--- src/rtl/addsub_rr_arbiter_pkg.sv ---
// ---------------------------------------------------------------------------
// addsub_rr_arbiter_pkg
//   Shared constants and types for the add/sub round-robin arbiter slice.
//   - state_t  : arbiter FSM states (IDLE, EXEC, RESP)
//   - MODE_*   : operation select encoding for the shared adder_subtractor
//   - ADDSUB_W : operand / result width
//   - ovf_flag : two's-complement overflow helper, used only when the
//                ADDSUB_OVF_FLAG_EN build option is enabled
// ---------------------------------------------------------------------------
package addsub_rr_arbiter_pkg;

    localparam int ADDSUB_W = 4;

    localparam logic MODE_ADD = 1'b0;
    localparam logic MODE_SUB = 1'b1;

    typedef enum logic [1:0] {
        ST_IDLE = 2'd0,
        ST_EXEC = 2'd1,
        ST_RESP = 2'd2
    } state_t;

    // Overflow when both effective operands share a sign and the result
    // sign differs from it; for subtraction the B sign is inverted.
    function automatic logic ovf_flag(input logic a_msb, input logic b_msb,
                                      input logic mode, input logic s_msb);
        return (a_msb == (b_msb ^ mode)) && (s_msb != a_msb);
    endfunction

endpackage

--- src/rtl/adder_subtractor.sv ---
// ---------------------------------------------------------------------------
// adder_subtractor
//   Combinational ADDSUB_W-bit adder/subtractor.
//   Ports:
//     a, b  in  operands
//     mode  in  MODE_ADD: s = a + b, MODE_SUB: s = a + ~b + 1
//     s     out result modulo 2**ADDSUB_W
//     cout  out carry-out (for subtraction 1 = no borrow)
// ---------------------------------------------------------------------------
module adder_subtractor
    import addsub_rr_arbiter_pkg::*;
(
    input  logic [ADDSUB_W-1:0] a,
    input  logic [ADDSUB_W-1:0] b,
    input  logic                mode,
    output logic [ADDSUB_W-1:0] s,
    output logic                cout
);

    logic [ADDSUB_W-1:0] b_eff;

    // Subtraction reuses the adder: invert B and inject mode as carry-in.
    assign b_eff     = b ^ {ADDSUB_W{mode}};
    assign {cout, s} = {1'b0, a} + {1'b0, b_eff} + {{ADDSUB_W{1'b0}}, mode};

endmodule

--- src/rtl/addsub_rr_arbiter.sv ---
// ---------------------------------------------------------------------------
// addsub_rr_arbiter
//   Shares one adder_subtractor between two requesters with round-robin
//   arbitration. IDLE grants one request, EXEC evaluates the shared unit
//   from latched operands, RESP holds the registered result until the
//   granted requester takes it. Accept in cycle T -> response valid in T+2.
//
//   Parameters:
//     INIT_PRIO  requester (0/1) that wins the first tie after reset
//   Ports:
//     clk, rst                 clock, synchronous active-high reset
//     reqN_valid/ready         request handshake (ready combinational, IDLE only)
//     reqN_a, reqN_b, reqN_mode  operands and operation (0 = add, 1 = sub)
//     rspN_valid/ready         response handshake, only granted N goes valid
//     rsp_s, rsp_cout          registered result shared by both channels
//     rsp_ovf                  registered signed overflow
//                              (present only with `define ADDSUB_OVF_FLAG_EN)
// ---------------------------------------------------------------------------
module addsub_rr_arbiter
    import addsub_rr_arbiter_pkg::*;
#(
    parameter int INIT_PRIO = 0
) (
    input  logic                clk,
    input  logic                rst,

    input  logic                req0_valid,
    output logic                req0_ready,
    input  logic [ADDSUB_W-1:0] req0_a,
    input  logic [ADDSUB_W-1:0] req0_b,
    input  logic                req0_mode,

    input  logic                req1_valid,
    output logic                req1_ready,
    input  logic [ADDSUB_W-1:0] req1_a,
    input  logic [ADDSUB_W-1:0] req1_b,
    input  logic                req1_mode,

    output logic                rsp0_valid,
    input  logic                rsp0_ready,
    output logic                rsp1_valid,
    input  logic                rsp1_ready,
    output logic [ADDSUB_W-1:0] rsp_s,
    output logic                rsp_cout
`ifdef ADDSUB_OVF_FLAG_EN
    ,
    output logic                rsp_ovf
`endif
);

    state_t              state;
    logic                ptr;       // requester that wins the next tie
    logic [ADDSUB_W-1:0] op_a;
    logic [ADDSUB_W-1:0] op_b;
    logic                op_mode;
    logic                op_idx;    // granted requester of the in-flight op

    logic [ADDSUB_W-1:0] unit_s;
    logic                unit_cout;
    logic                rsp_done;

    adder_subtractor u_addsub (
        .a    (op_a),
        .b    (op_b),
        .mode (op_mode),
        .s    (unit_s),
        .cout (unit_cout)
    );

    // Grant select. Ready is held low during reset so nothing looks
    // accepted in a cycle whose state update is discarded.
    always_comb begin
        // NOTE: every output gets a default first, so no path leaves it unassigned and no latch is inferred.
        req0_ready = 1'b0;
        req1_ready = 1'b0;
        if (!rst && state == ST_IDLE) begin
            if (req0_valid && (!req1_valid || ptr == 1'b0)) begin
                req0_ready = 1'b1;
            end else if (req1_valid) begin
                req1_ready = 1'b1;
            end
        end
    end

    // Only the granted channel is ever valid, so the other ready is ignored.
    assign rsp_done = (rsp0_valid & rsp0_ready) | (rsp1_valid & rsp1_ready);

    always_ff @(posedge clk) begin
        // NOTE: all state uses non-blocking assignments so every register samples pre-edge values.
        if (rst) begin
            state      <= ST_IDLE;
            ptr        <= INIT_PRIO[0];
            // NOTE: operand registers are reset too, so the shared unit never evaluates X after reset.
            op_a       <= '0;
            op_b       <= '0;
            op_mode    <= MODE_ADD;
            op_idx     <= 1'b0;
            rsp0_valid <= 1'b0;
            rsp1_valid <= 1'b0;
            rsp_s      <= '0;
            rsp_cout   <= 1'b0;
`ifdef ADDSUB_OVF_FLAG_EN
            rsp_ovf    <= 1'b0;
`endif
        end else begin
            case (state)
                ST_IDLE: begin
                    if (req0_ready || req1_ready) begin
                        op_a    <= req1_ready ? req1_a    : req0_a;
                        op_b    <= req1_ready ? req1_b    : req0_b;
                        op_mode <= req1_ready ? req1_mode : req0_mode;
                        op_idx  <= req1_ready;
                        ptr     <= ~req1_ready;
                        state   <= ST_EXEC;
                    end
                end
                ST_EXEC: begin
                    rsp_s      <= unit_s;
                    rsp_cout   <= unit_cout;
`ifdef ADDSUB_OVF_FLAG_EN
                    rsp_ovf    <= ovf_flag(op_a[ADDSUB_W-1], op_b[ADDSUB_W-1],
                                           op_mode, unit_s[ADDSUB_W-1]);
`endif
                    rsp0_valid <= ~op_idx;
                    rsp1_valid <= op_idx;
                    state      <= ST_RESP;
                end
                ST_RESP: begin
                    // Result registers keep their value after the handshake.
                    if (rsp_done) begin
                        rsp0_valid <= 1'b0;
                        rsp1_valid <= 1'b0;
                        state      <= ST_IDLE;
                    end
                end
                default: begin
                    state <= ST_IDLE;
                end
            endcase
        end
    end

endmodule

--- config.mk ---
export PLATFORM = sky130hd
export DESIGN_NAME = addsub_rr_arbiter
export DESIGN_NICKNAME = d
export VERILOG_FILES = /design/src/rtl/addsub_rr_arbiter_pkg.sv /design/src/rtl/adder_subtractor.sv /design/src/rtl/addsub_rr_arbiter.sv
export SDC_FILE = /design/constraint.sdc
export NUM_CORES = 1
export LEC_CHECK = 0
export ABC_AREA = 1
export BUFFER_PORTS_ARGS = -buffer_cell sky130_fd_sc_hd__buf_2
export CORE_MARGIN = 5
export CORE_UTILIZATION = 40
export DETAILED_ROUTE_END_ITERATION = 10
export GPL_TIMING_DRIVEN = 0
export HOLD_SLACK_MARGIN = 0.06
export PLACE_DENSITY = 0.62
export SLEW_MARGIN = 20
export SYNTH_ARGS = -nofsm -noshare
export SYNTH_HDL_FRONTEND = slang
export SYNTH_SLANG_ARGS = --single-unit
--- constraint.sdc ---
create_clock -name clk -period 1.8 [get_ports clk]
set_clock_uncertainty 0.2 [all_clocks]
set_input_delay 0.45 -clock clk [delete_from_list [all_inputs] [get_ports clk]]
set_output_delay 0.45 -clock clk [all_outputs]
set_load 0.05 [all_outputs]
# Yosys cells after proc, flatten, opt, wreduce, memory -nomap -nowiden
# Cells that the tools add are included.
# op_classes
muxes,14
addsub,2
n_bitwise,7
n_reduce_logical,11
eq_ne,4
# op_table
cell,n
4-bit two-way mux,2
1-bit two-way mux,7
2-bit case mux with 3 select lines,1
2-bit AND reduction,3
4-bit by 4-bit adder with 5-bit output,1
5-bit by 1-bit adder with 5-bit output,1
2-bit two-way mux,2
1-bit case mux with 2 select lines,2
4-bit bitwise XOR,1
1-bit inverter,3
1-bit bitwise AND,2
2-bit by 1-bit == test with 1-bit output (second input constant),1
2-bit == test (second input constant),1
1-bit logical AND,2
1-bit logical NOT,2
2-bit logical NOT,1
1-bit logical OR,2
2-bit by 1-bit != test with 1-bit output (second input constant),1
2-bit != test (second input constant),1
2-bit nonzero test,1
1-bit bitwise OR,1
# totals
wordCells,48
output_inout_bits,9
register_bits,20

# Depth between registers and ports, before layout
# logic_depth
depth_word,8
mapped_depth,9
depth_no_buf,9

# Modules after synthesis
# A second synthesis with hierarchy kept.
# unflattened
hier_cells,160
hier_area_um2,1102.3
# modules_own_cells
module,n_inst,area_per_inst_um2,cells_per_inst
addsub_rr_arbiter,1,932.1,136
adder_subtractor,1,170.2,24

# Least setup slack after synthesis
# OpenSTA, ideal clock, no wires.
# synth_timing
path_type,input port to output port
start,input port req1_valid
end,output port req1_ready
path_stages,4
n_path_buf,0
setup_slack_ns,-0.269
t_arrival_ns,1.419
cell_sequence,nand2_2 -> nand2_2 -> inv_2 -> nor2_1
# synth_via
elab_chain_len,5
elab_cells_between_ends,6
# synth_rtl
item,line,text
start: declaration,addsub_rr_arbiter.sv:33,"input logic req1_valid,"
1-bit logical NOT,addsub_rr_arbiter.sv:77,if (req0_valid && (!req1_valid || ptr == 1'b0)) begin
1-bit logical OR,addsub_rr_arbiter.sv:77,
1-bit logical AND,addsub_rr_arbiter.sv:77,
1-bit two-way mux (*),addsub_rr_arbiter.sv:77,
1-bit two-way mux (*),addsub_rr_arbiter.sv:76,if (!rst && state == ST_IDLE) begin
end: declaration,addsub_rr_arbiter.sv:34,"output logic req1_ready,"
# Mark *: on every way between the ends. The rest lies on a longest branch, timed or not.

# Worst setup path in the final report
# layout_timing
start,register state[1]
end,output port req1_ready
# layout_via
elab_chain_len,3
# layout_rtl
item,line,text
start: declaration,addsub_rr_arbiter.sv:51,state_t state;
start signal: assignment,addsub_rr_arbiter.sv:91,state <= ST_IDLE;
start signal: assignment,addsub_rr_arbiter.sv:114,state <= ST_EXEC;
start signal: assignment,addsub_rr_arbiter.sv:126,state <= ST_RESP;
2-bit logical NOT,addsub_rr_arbiter.sv:76,
1-bit logical AND,addsub_rr_arbiter.sv:76,
1-bit two-way mux,addsub_rr_arbiter.sv:76,
# Every way passes these cells.

==> impl_results.md <==
- Final setup margin: -63.8 ps
- CP peak stage delay: between 300 and 400 ps
- Vias per std cell: ~4.6
- WL per Instance: 10.9 um
- Max IR drop VDD: approximately 430 uV
- Synth Flop Type: dfxtp_1
- Hold Path Sink: rsp1_valid
- Met3 usage: 0.0162
- Top cells by area, synth: dfxtp_1 (37%), nor2_1 (11%), nand2_1 (11%)
- Reg2reg start: op_mode
- Gate Count Post-Synth: between 150 and 200
- Hold depth: 2
- Setup WS pre-CTS: -155 ps
- Starting density of the core: 0.407
- Max Fanout on Critical Path: 2
- CP dominant cell by count: nor2_4
- Drt first-iter violations: 27
- Share of layout cells above drive strength 1: 0.327
- Top cell type's share of synthesized area: 0.366
- FF-to-FF path depth: 8
- Post-DP HPWL: 1860 um
- CTS H-Tree Depth: 1
- List of most frequent post-synthesis cells: nor2_1 (32), nand2_1 (31), dfxtp_1 (20), nand3_1 (17), inv_1 (15)
- Clock Sinks: 20
- Crit path launch type: flip-flop
- Cell taking the most area after synthesis: dfxtp_1
- Final #Nets: ~230
- Vias in the first global route: 993
- Leading cell type by number of instances after synthesis: nor2_1
- Top-level I/O count: 33
- Met2 GRT Util: 0.228
- Tcrit/Tclk final: 1.04
- Number of port buffers: 32
- Drt drc: 0
- Fmax: roughly 0.54 GHz
- Largest net degree at the start of global routing: 12
- First-pass GRT wire length: between 4000 and 5000 um
- Clk slew on worst S/H paths: 120 ps
- Chip height: about 62 um
- Final hold vios: 0
- Initial antenna violation count: 0
- Final critical-path required period: around 1900 ps
- Core Area: 0.00269 mm^2
- Total GRT Usage: 0.131
- Cell Area, Synth: around 0.0011 mm^2
- Drt total wl: roughly 2500 um
- Global routing's busiest layer: met2
- Slew Limit Fails: 0
- Slowest cell on crit path: dfxtp_4
- GP Congestion: around 0.7
- Reg2reg end: rsp_cout
- Syn_nets: around 180
- # diodes: 0
- Number of synthesized flops with an enable pin: 0
- Num rows: 19
- Sequential share of the synthesized area: 0.366
- TNS Setup: -91.6 ps
- Slew headroom: 0.676
- Die Footprint: approximately 0.0039 mm^2
- Via count: 1056
- Placed Area: 0.00130 mm^2
- Root buffer cell: clkbuf_4
- TritonCTS buffer count: 3
- RSZ-0062 raised after global routing: true
- Mean Syn Cell Area: around 7 um^2
- Ys async rst share: 0
- P per Cell Area: ~790 mW/mm^2
- R2R Setup Slk: approximately 150 ps
- Hold crit path type: primary input to flip-flop
- CTS tree: done
- CP Class: flip-flop to output port
- Critical path origin: state[1]
- Hold_sp: rst
- Status: complete, but fails checks
- Worst path arrival time: 1210 ps
- Final setup violating endpoints: 2
- CP Cell Sequence: nor2_4, nand3_4, nor2_4, buf_8
- Yosys reg bits: 20
- Leakage: 0.000739 uW
- Synth warnings: 0
- Worst-Margin Slew: a little under 500 ps
- Skew-Pair Late Insertion Delay: about 300 ps
- Detail Route Antenna Nets: 0
- Violations in the final reports: setup timing
- Drt pass-1 iters: 4
- Worst Path Required: ~1200 ps
- Final instance area: about 0.0015 mm^2
- Die width: around 62 um
- Max-cap violation count: 0
- Crit. End Element: output port
- Synth cell types: 20
- Clk buf depth: 2
- Met1 Usage GRT: 0.158
- Congestion Overflow GR: 0
- Syn-to-layout area delta: 33.3%
state kept, by name, indices dropped and copies added (netlist names):
| name | count |
|---|---|
| op_a | 4 |
| op_b | 4 |
| rsp_s | 4 |
| state | 2 |
| op_idx | 1 |
| op_mode | 1 |
| ptr | 1 |
| rsp0_valid | 1 |
| rsp1_valid | 1 |
| rsp_cout | 1 |
report_power, final:
group	switching (uW)	internal [uW]	total, uW	leakage (uW)
clock network	143	123	267	0.0000210
registers	27.1	483	510	0.000166
logic	236	138	374	0.000553
through the flow:
step,utilization,cells,hold WS (ps),power (uW)
after global routing,0.543,230,241,1230
after floorplan,-,155,257,765
after CTS,0.531,228,208,1160
after detailed placement,0.484,218,272,853
final,0.543,230,217,1150
after global placement,0.484,218,258,845
how the worst max path moves through the flow:
stage	endpoint	slack, ps	cells after the start
finish	req1_ready	-60	4
global route	req1_ready	-110	4
CTS	req1_ready	-50	4
detailed placement	req0_ready	-160	5
global placement	req0_ready	-140	5
floorplan	req1_ready	110	4
cells by family after synthesis:
family | after synthesis | synth area share
fa+ha+maj | 4 | 0.0526
xor+xnor | 4 | 0.0320
flops | 20 | 0.366
buf+inv | 20 | 0.0686
compound gates | 18 | 0.104
simple gates | 89 | 0.376
cell type report:
type | instances | area, um^2
fill | 268 | 1230
multi-input combinational | 115 | 658
sequential | 20 | 409
timing repair buffer | 40 | 240
inverter | 19 | 71.3
tap | 31 | 38.8
clock buffer | 4 | 36.3
buffer | 1 | 3.75
critical path: cells and delay by family (launching register included):
family                 cells  cell delay (ps)
buffers and inverters      1              150
DFF                        1              370
and+or+nand+nor            3              380
layout by cell type, fill, tap and decap left out, types with 3 or more instances in the layout:
cell type	count
buf_4	8
buf_2	30
nand2_1	31
nor2_4	4
inv_2	4
clkbuf_4	3
inv_1	15
a21oi_1	10
nor2_1	31
o21ai_0	5
dfxtp_1	17
nand3_1	16
nand2_4	3
ha_1	3
metal layers:
layer  up-vias  routed length (um)
met5         -                   0
li1        576                   -
met4         0                  27
met2        24                1180
met1       454                1160
met3         2                 133
repair_timing:
action / CTS / global route
hold buffers: 0 / 0
gates resized for setup: 12 / 5
setup endpoints to repair: 2 / 4
buffers inserted: 6 / 2
pin swaps: 4 / 4
Note: power is estimated with default switching activity, not from simulation.
